--- src/rtl/line_follower_pkg.sv ---
// Shared types and constants for the IR line-sensor sweep and the line-position error.
package line_follower_pkg;

    localparam int NUM_SENS  = 6;
    localparam int A2D_RES_W = 12;
    localparam int ERR_W     = 17;

    // Shift amounts applying the outer/middle/inner pair weights 8/4/1
    localparam int W_OUT = 3;
    localparam int W_MID = 2;
    localparam int W_IN  = 0;

    typedef logic [A2D_RES_W-1:0] sens_t;

    typedef enum logic [2:0] {
        IDLE   = 3'd0,
        SETTLE = 3'd1,
        START  = 3'd2,
        WAIT   = 3'd3,
        CALC   = 3'd4
    } seq_state_t;

endpackage

--- src/rtl/line_err_calc.sv ---
// Combinational weighted line-position error from the six stored sensor readings.
module line_err_calc
    import line_follower_pkg::*;
(
    input  logic [NUM_SENS-1:0][A2D_RES_W-1:0] s,
    output logic signed [ERR_W-1:0]            err_nxt
);

    // Unsigned readings are zero-extended before subtracting so a difference spans +/-4095
    function automatic logic signed [ERR_W-1:0] weighted_diff(
        input sens_t a,
        input sens_t b,
        input int    sh
    );
        logic signed [A2D_RES_W:0] d;
        logic signed [ERR_W-1:0]   dx;
        d  = $signed({1'b0, a}) - $signed({1'b0, b});
        dx = ERR_W'(d);
        return dx <<< sh;
    endfunction

    logic signed [ERR_W-1:0] term_out;
    logic signed [ERR_W-1:0] term_mid;
    logic signed [ERR_W-1:0] term_in;

    always_comb begin
        term_out = weighted_diff(s[5], s[0], W_OUT);
        term_mid = weighted_diff(s[4], s[1], W_MID);
        term_in  = weighted_diff(s[3], s[2], W_IN);
        err_nxt  = term_out + term_mid + term_in;
    end

endmodule

--- src/rtl/ir_sensor_sequencer.sv ---
// Periodic IR sensor sweep: settle emitters, convert channels 0..5 via the A2D, publish a signed line error.
module ir_sensor_sequencer
    import line_follower_pkg::*;
#(
    parameter int SETTLE_CYC = 4096,
    parameter int PERIOD_CYC = 1 << 20
) (
    input  logic                    clk,
    input  logic                    rst,
    input  logic                    en,
    input  logic                    cnv_cmplt,
    input  logic [A2D_RES_W-1:0]    res,
    output logic                    strt_cnv,
    output logic [2:0]              chnnl,
    output logic                    IR_en,
    output logic signed [ERR_W-1:0] err,
    output logic                    err_vld
);

    localparam int PER_W = (PERIOD_CYC > 1) ? $clog2(PERIOD_CYC) : 1;
    localparam int SET_W = $clog2(SETTLE_CYC + 1);

    seq_state_t                        state_q,   state_d;
    logic [PER_W-1:0]                  per_cnt_q, per_cnt_d;
    logic [SET_W-1:0]                  set_cnt_q, set_cnt_d;
    logic [2:0]                        idx_q,     idx_d;
    logic [NUM_SENS-1:0][A2D_RES_W-1:0] sens_q,   sens_d;
    logic signed [ERR_W-1:0]           err_q,     err_d;
    logic signed [ERR_W-1:0]           err_nxt;
    logic                              per_wrap;

    line_err_calc u_err_calc (
        .s       (sens_q),
        .err_nxt (err_nxt)
    );

    // Free-running period timer; its wrap is the only thing that can start a sweep
    always_comb begin
        per_wrap  = (per_cnt_q == PER_W'(PERIOD_CYC - 1));
        per_cnt_d = per_wrap ? '0 : per_cnt_q + 1'b1;
    end

    always_comb begin
        state_d   = state_q;
        set_cnt_d = set_cnt_q;
        idx_d     = idx_q;
        sens_d    = sens_q;
        err_d     = err_q;
        case (state_q)
            IDLE: begin
                if (per_wrap && en) begin
                    state_d   = SETTLE;
                    set_cnt_d = '0;
                    idx_d     = '0;
                end
            end
            SETTLE: begin
                if (set_cnt_q == SET_W'(SETTLE_CYC - 1)) begin
                    state_d = START;
                end else begin
                    set_cnt_d = set_cnt_q + 1'b1;
                end
            end
            START: begin
                state_d = WAIT;
            end
            WAIT: begin
                // The A2D clears cnv_cmplt on our strt_cnv, so a high level here is always fresh
                if (cnv_cmplt) begin
                    for (int i = 0; i < NUM_SENS; i++) begin
                        if (idx_q == 3'(i)) begin
                            sens_d[i] = res;
                        end
                    end
                    if (idx_q == 3'(NUM_SENS - 1)) begin
                        state_d = CALC;
                    end else begin
                        idx_d   = idx_q + 3'd1;
                        state_d = START;
                    end
                end
            end
            CALC: begin
                err_d   = err_nxt;
                idx_d   = '0;
                state_d = IDLE;
            end
            default: begin
                state_d = IDLE;
            end
        endcase
    end

    always_ff @(posedge clk) begin
        if (rst) begin
            state_q   <= IDLE;
            per_cnt_q <= '0;
            set_cnt_q <= '0;
            idx_q     <= '0;
            sens_q    <= '0;
            err_q     <= '0;
        end else begin
            state_q   <= state_d;
            per_cnt_q <= per_cnt_d;
            set_cnt_q <= set_cnt_d;
            idx_q     <= idx_d;
            sens_q    <= sens_d;
            err_q     <= err_d;
        end
    end

    // err is bypassed during CALC so the new value is visible in the same cycle as err_vld
    always_comb begin
        strt_cnv = (state_q == START);
        chnnl    = idx_q;
        IR_en    = (state_q == SETTLE) || (state_q == START) || (state_q == WAIT);
        err_vld  = (state_q == CALC);
        err      = err_vld ? err_nxt : err_q;
    end

endmodule
--- config.mk ---
export PLATFORM = sky130hd
export DESIGN_NAME = ir_sensor_sequencer
export DESIGN_NICKNAME = d
export VERILOG_FILES = /design/src/rtl/line_follower_pkg.sv /design/src/rtl/line_err_calc.sv /design/src/rtl/ir_sensor_sequencer.sv
export SDC_FILE = /design/constraint.sdc
export NUM_CORES = 1
export LEC_CHECK = 0
export CAP_MARGIN = 20
export CELL_PAD_IN_SITES_DETAIL_PLACEMENT = 1
export CELL_PAD_IN_SITES_GLOBAL_PLACEMENT = 2
export CORE_MARGIN = 2
export CORE_UTILIZATION = 30
export DETAILED_ROUTE_END_ITERATION = 10
export GPL_TIMING_DRIVEN = 0
export HOLD_SLACK_MARGIN = 0.1
export PLACE_DENSITY_LB_ADDON = 0.12
export SYNTH_ARGS = -nofsm -noshare
export SYNTH_HDL_FRONTEND = slang
export SYNTH_SLANG_ARGS = --single-unit
--- constraint.sdc ---
create_clock -name clk -period 5.7 [get_ports clk]
set_input_delay 0.57 -clock clk [delete_from_list [all_inputs] [get_ports clk]]
set_output_delay 0.57 -clock clk [all_outputs]
set_load 0.02 [all_outputs]
==> flow_results.org <==
** Layout
- 0 antenna diodes ended up in the layout.
- Final Net Count :: 1074
- Fraction of final layout cells sized beyond drive strength 1 :: 8.826%
- Relative area change from synthesis to final layout :: 19.51%
- Final Util :: 36.58%

** Run
- Across the run, the number of max-cap violations was 0.

** Synth
- Area of the mapped netlist :: 7709 um2
- Top cell type's share of synthesized area :: 33.24%
- Total number of yosys warnings :: 0
- For this run, the leading register cell type out of synthesis is sky130_fd_sc_hd__dfxtp_1.
- By area the synthesized netlist is led by sky130_fd_sc_hd__dfxtp_1 (33%), sky130_fd_sc_hd__ha_1 (9.3%), sky130_fd_sc_hd__nand2_1 (6.1%).
- Library cell with the largest summed area after synthesis :: sky130_fd_sc_hd__dfxtp_1
- After synthesis, the netlist uses 65 different library cells.
- Counting every net in the synthesized netlist gives 1014.
- In this run, synthesis produced a sequential element count of 128.
- sky130_fd_sc_hd__dfxtp_1 is the most common cell in the netlist.
- In this run, synthesis inferred 0 flip-flops with an integrated enable.
- Synthesis handed over a netlist of 924 instances.
- Sorting the synthesized cells by how often they occur yields sky130_fd_sc_hd__dfxtp_1 (128), sky130_fd_sc_hd__nand2_1 (125), sky130_fd_sc_hd__nor2_1 (89).
- Async set or reset register ratio after synthesis :: 0%
- Sequential element share of the synthesized area :: 33.24%
- Averaged over all synthesized cells, the footprint is 8.343 um2.

** Placed design
- Worst slack after detailed placement :: 0.02099 ns
- The count of buffers added on input and output ports is 37.
- At the end of routability-driven placement, the weighted congestion stood at 0.7327.
- Once detailed placement completed, the half-perimeter wirelength came to 16970 um.

** GRT
- Grt total ovfl :: 0
- Entering global routing, the biggest net connects 17 pins.
- Global-route wire length before repair :: 35880 um
- Combined global-route utilization of all metal layers :: 17.39%
- Number of antenna violations at the first check in global routing :: 0
- Via count of the first global-routing pass :: 6678

** STA
- Number of pins with negative max-slew slack in the final report :: 0
- Final hold violation count :: 0
- Setup repair after global routing missed its margin :: false
- Across the routed clock network, the largest skew measured is 0.009744 ns.
- For the pin with the worst max-slew slack, the measured transition is 0.8813 ns.
- Derived from the worst setup path, the maximum achievable clock frequency is 183.8 MHz.
- Final setup viols :: 0
- Final Cycle Share :: 95.46%
- Min cycle time layout :: 5.441 ns
- Worst rel slew slack :: 40.79%
- Setup slack of the critical path after layout :: 0.2588 ns

** Clock tree
- The tree built by TritonCTS fans out to 128 sinks.
- Maximum clock path buffer count :: 2
- The tree is rooted in a sky130_fd_sc_hd__clkbuf_16.
- Clock-pin slew was measured on the worst setup and hold paths at 0.07 ns.
- The clock reaches the later pin of the worst-skew pair after 0.43 ns.
- TritonCTS created 17 clock buffers.
- TritonCTS built the clock tree.
- The H-tree generated during clock tree synthesis spans 4 levels.

** Setup path
- Largest incremental delay on the critical path :: 0.45 ns
- In this design, the critical path's most frequently occurring cell is sky130_fd_sc_hd__inv_1.
- STA classifies the critical path endpoint as a primary output.
- Count of buffering cells on the critical path with inverters included :: 4
- Crit start category :: register
- Largest delay contributor family on the critical path :: compound AO/OA/AOI/OAI gates
- In this run the worst setup path begins at sens_q[48].
- Kind of critical path :: reg -> out
- Walking the worst path, the cells encountered are inv_1 -> ha_1 -> inv_1 -> fa_2 -> a211oi_2 -> o21bai_1 -> a31o_2 -> and4_1 -> o41a_1 -> inv_1 -> fa_1 -> ha_2 -> nand2_1 -> o21ai_1 -> a41oi_1 -> a21oi_1 -> mux2_2 -> nor2_1 -> dlygate4sd2_1.
- Required time reported for the critical path endpoint :: 5.13 ns
- Data on the critical path arrives at its endpoint at 4.87 ns.
- The worst register-to-register path begins at sens_q[48].
- Worst-path maximum fanout :: 5
- On the critical path, the stage with the largest delay is an instance of sky130_fd_sc_hd__fa_1.

** Floorplanning
- Initial Utilization :: 30.61%
- Core Rows :: 58
- Count of pins on the block boundary :: 39
- Measured along the x axis, the die boundary spans 164.3 um.
- The die covers 26990 um2.
- Core box area :: 25180 um2
- Die height :: 164.3 um

** Detailed routing
- Post-detailed-route DRC marker count :: 0
- Count of TritonRoute iterations in the first routing pass :: 4
- The detailed router finished its first iteration with 234 violations.
- Using the TritonRoute via totals, the vias-per-cell ratio works out to 4.839.
- Final wirelength :: 21800 um
- Routed wire per std cell :: 16.43 um
- Vias after detailed routing :: 6421
- Antenna-violating nets left :: 0

** Pwr
- For this design the static power due to leakage is 3.658 nW.
- Largest vdd supply drop :: 0.0001291 V
- Power spread over the standard cell area amounts to 225.4 nW/um2.

** Worst hold path
- Beginning of the worst hold path :: set_cnt_q[12]
- The worst hold path belongs to the class reg -> reg.

** Outcome
- The flow ran to the end, and the final reports show no timing, DRC or antenna violations.
-- cell families (layout without fill, tap and decap cells) --
logic type / after synthesis / count (layout) / synth area share (%)
buf+inv: 114 / 187 / 6.265
mux: 43 / 43 / 5.632
compound gates: 185 / 185 / 15.53
flops: 128 / 128 / 33.24
fa+ha+maj: 74 / 74 / 13.67
xor+xnor: 51 / 51 / 5.795
simple gates: 329 / 329 / 19.87
-- timing repair --
item	CTS	global route
hold buffers	0	0
pin swaps	2	3
resized for setup	10	23
setup buffers	1	6
setup endpoints to repair	8	7
-- flip-flops by register name (all words and copies together) (netlist names) --
signal and cells:
err_q 17, sens_q 72, chnnl 3, set_cnt_q 13, state_q 3, per_cnt_q 20
-- worst min-delay path, cell delays in order, from the launching register on --
cell and delay [ns]:
sky130_fd_sc_hd__dfxtp_1 0.31, sky130_fd_sc_hd__nand2_1 0.06, sky130_fd_sc_hd__nor2_1 0.03
-- where the power goes --
part	switching (mW)	internal [mW]	total [mW]
combinational	0.0610	0.0324	0.0934
sequential	0.00435	0.898	0.902
clock	0.463	0.618	1.08
-- layout make-up --
class	count	area (um2)
flip-flops and latches	128	2562
inverters	77	289.0
plain buffers	34	182.7
repair buffers	44	432.9
clock inverters	14	128.9
clock buffers	18	439.2
fillers	3005	15970
multi-input cells	682	4765
well taps	330	412.9
-- path summary, 6_finish.rpt --
check,to,slack (ns),cells past startpoint
max reg2reg,err_q[15],1.22,21
min,set_cnt_q[12],0.44,2
min reg2reg,set_cnt_q[12],0.44,2
max,err[16],0.26,19
-- layout by cell type, fill, tap and decap left out, types with 6 or more instances in the layout --
master / instances
sky130_fd_sc_hd__dfxtp_1: 128
sky130_fd_sc_hd__nand2_1: 125
sky130_fd_sc_hd__nor2_1: 89
sky130_fd_sc_hd__inv_1: 76
sky130_fd_sc_hd__a21oi_1: 71
sky130_fd_sc_hd__ha_1: 53
sky130_fd_sc_hd__mux2i_1: 40
sky130_fd_sc_hd__o21ai_0: 32
sky130_fd_sc_hd__xor2_1: 30
sky130_fd_sc_hd__clkdlybuf4s50_1: 30
sky130_fd_sc_hd__nand3_1: 24
sky130_fd_sc_hd__clkbuf_1: 24
sky130_fd_sc_hd__xnor2_1: 19
sky130_fd_sc_hd__clkbuf_16: 17
sky130_fd_sc_hd__nor3_1: 16
sky130_fd_sc_hd__fa_1: 16
sky130_fd_sc_hd__and3_1: 14
sky130_fd_sc_hd__and2_1: 13
sky130_fd_sc_hd__a21o_1: 12
sky130_fd_sc_hd__nand2b_1: 10
sky130_fd_sc_hd__buf_4: 10
sky130_fd_sc_hd__nor2b_1: 7
sky130_fd_sc_hd__a31oi_1: 7
sky130_fd_sc_hd__nor3b_1: 6
sky130_fd_sc_hd__inv_6: 6
-- metrics by stage --
stage               area, um2   TNS, ns  cells  total power [mW]  hold slack, ns
floorplan                7709         0    924            0.9708          0.4097
global placement         8492  -0.03066   1291             1.019          0.4258
detailed placement       8492         0   1291             1.019          0.4349
CTS                      9094         0   1323             2.114          0.4484
global route             9213         0   1327             2.157          0.4730
finish                   9213         0   1327             2.076          0.4412
-- layer usage --
metal	wire length, um	vias to the layer above	global-route usage [%]
li1	-	3273	-
met4	178	0	4.187
met1	10750	3087	22.79
met5	0	-	0
met2	10520	45	29.80
met3	358	16	2.828
Note: power is estimated with default switching activity, not from simulation.
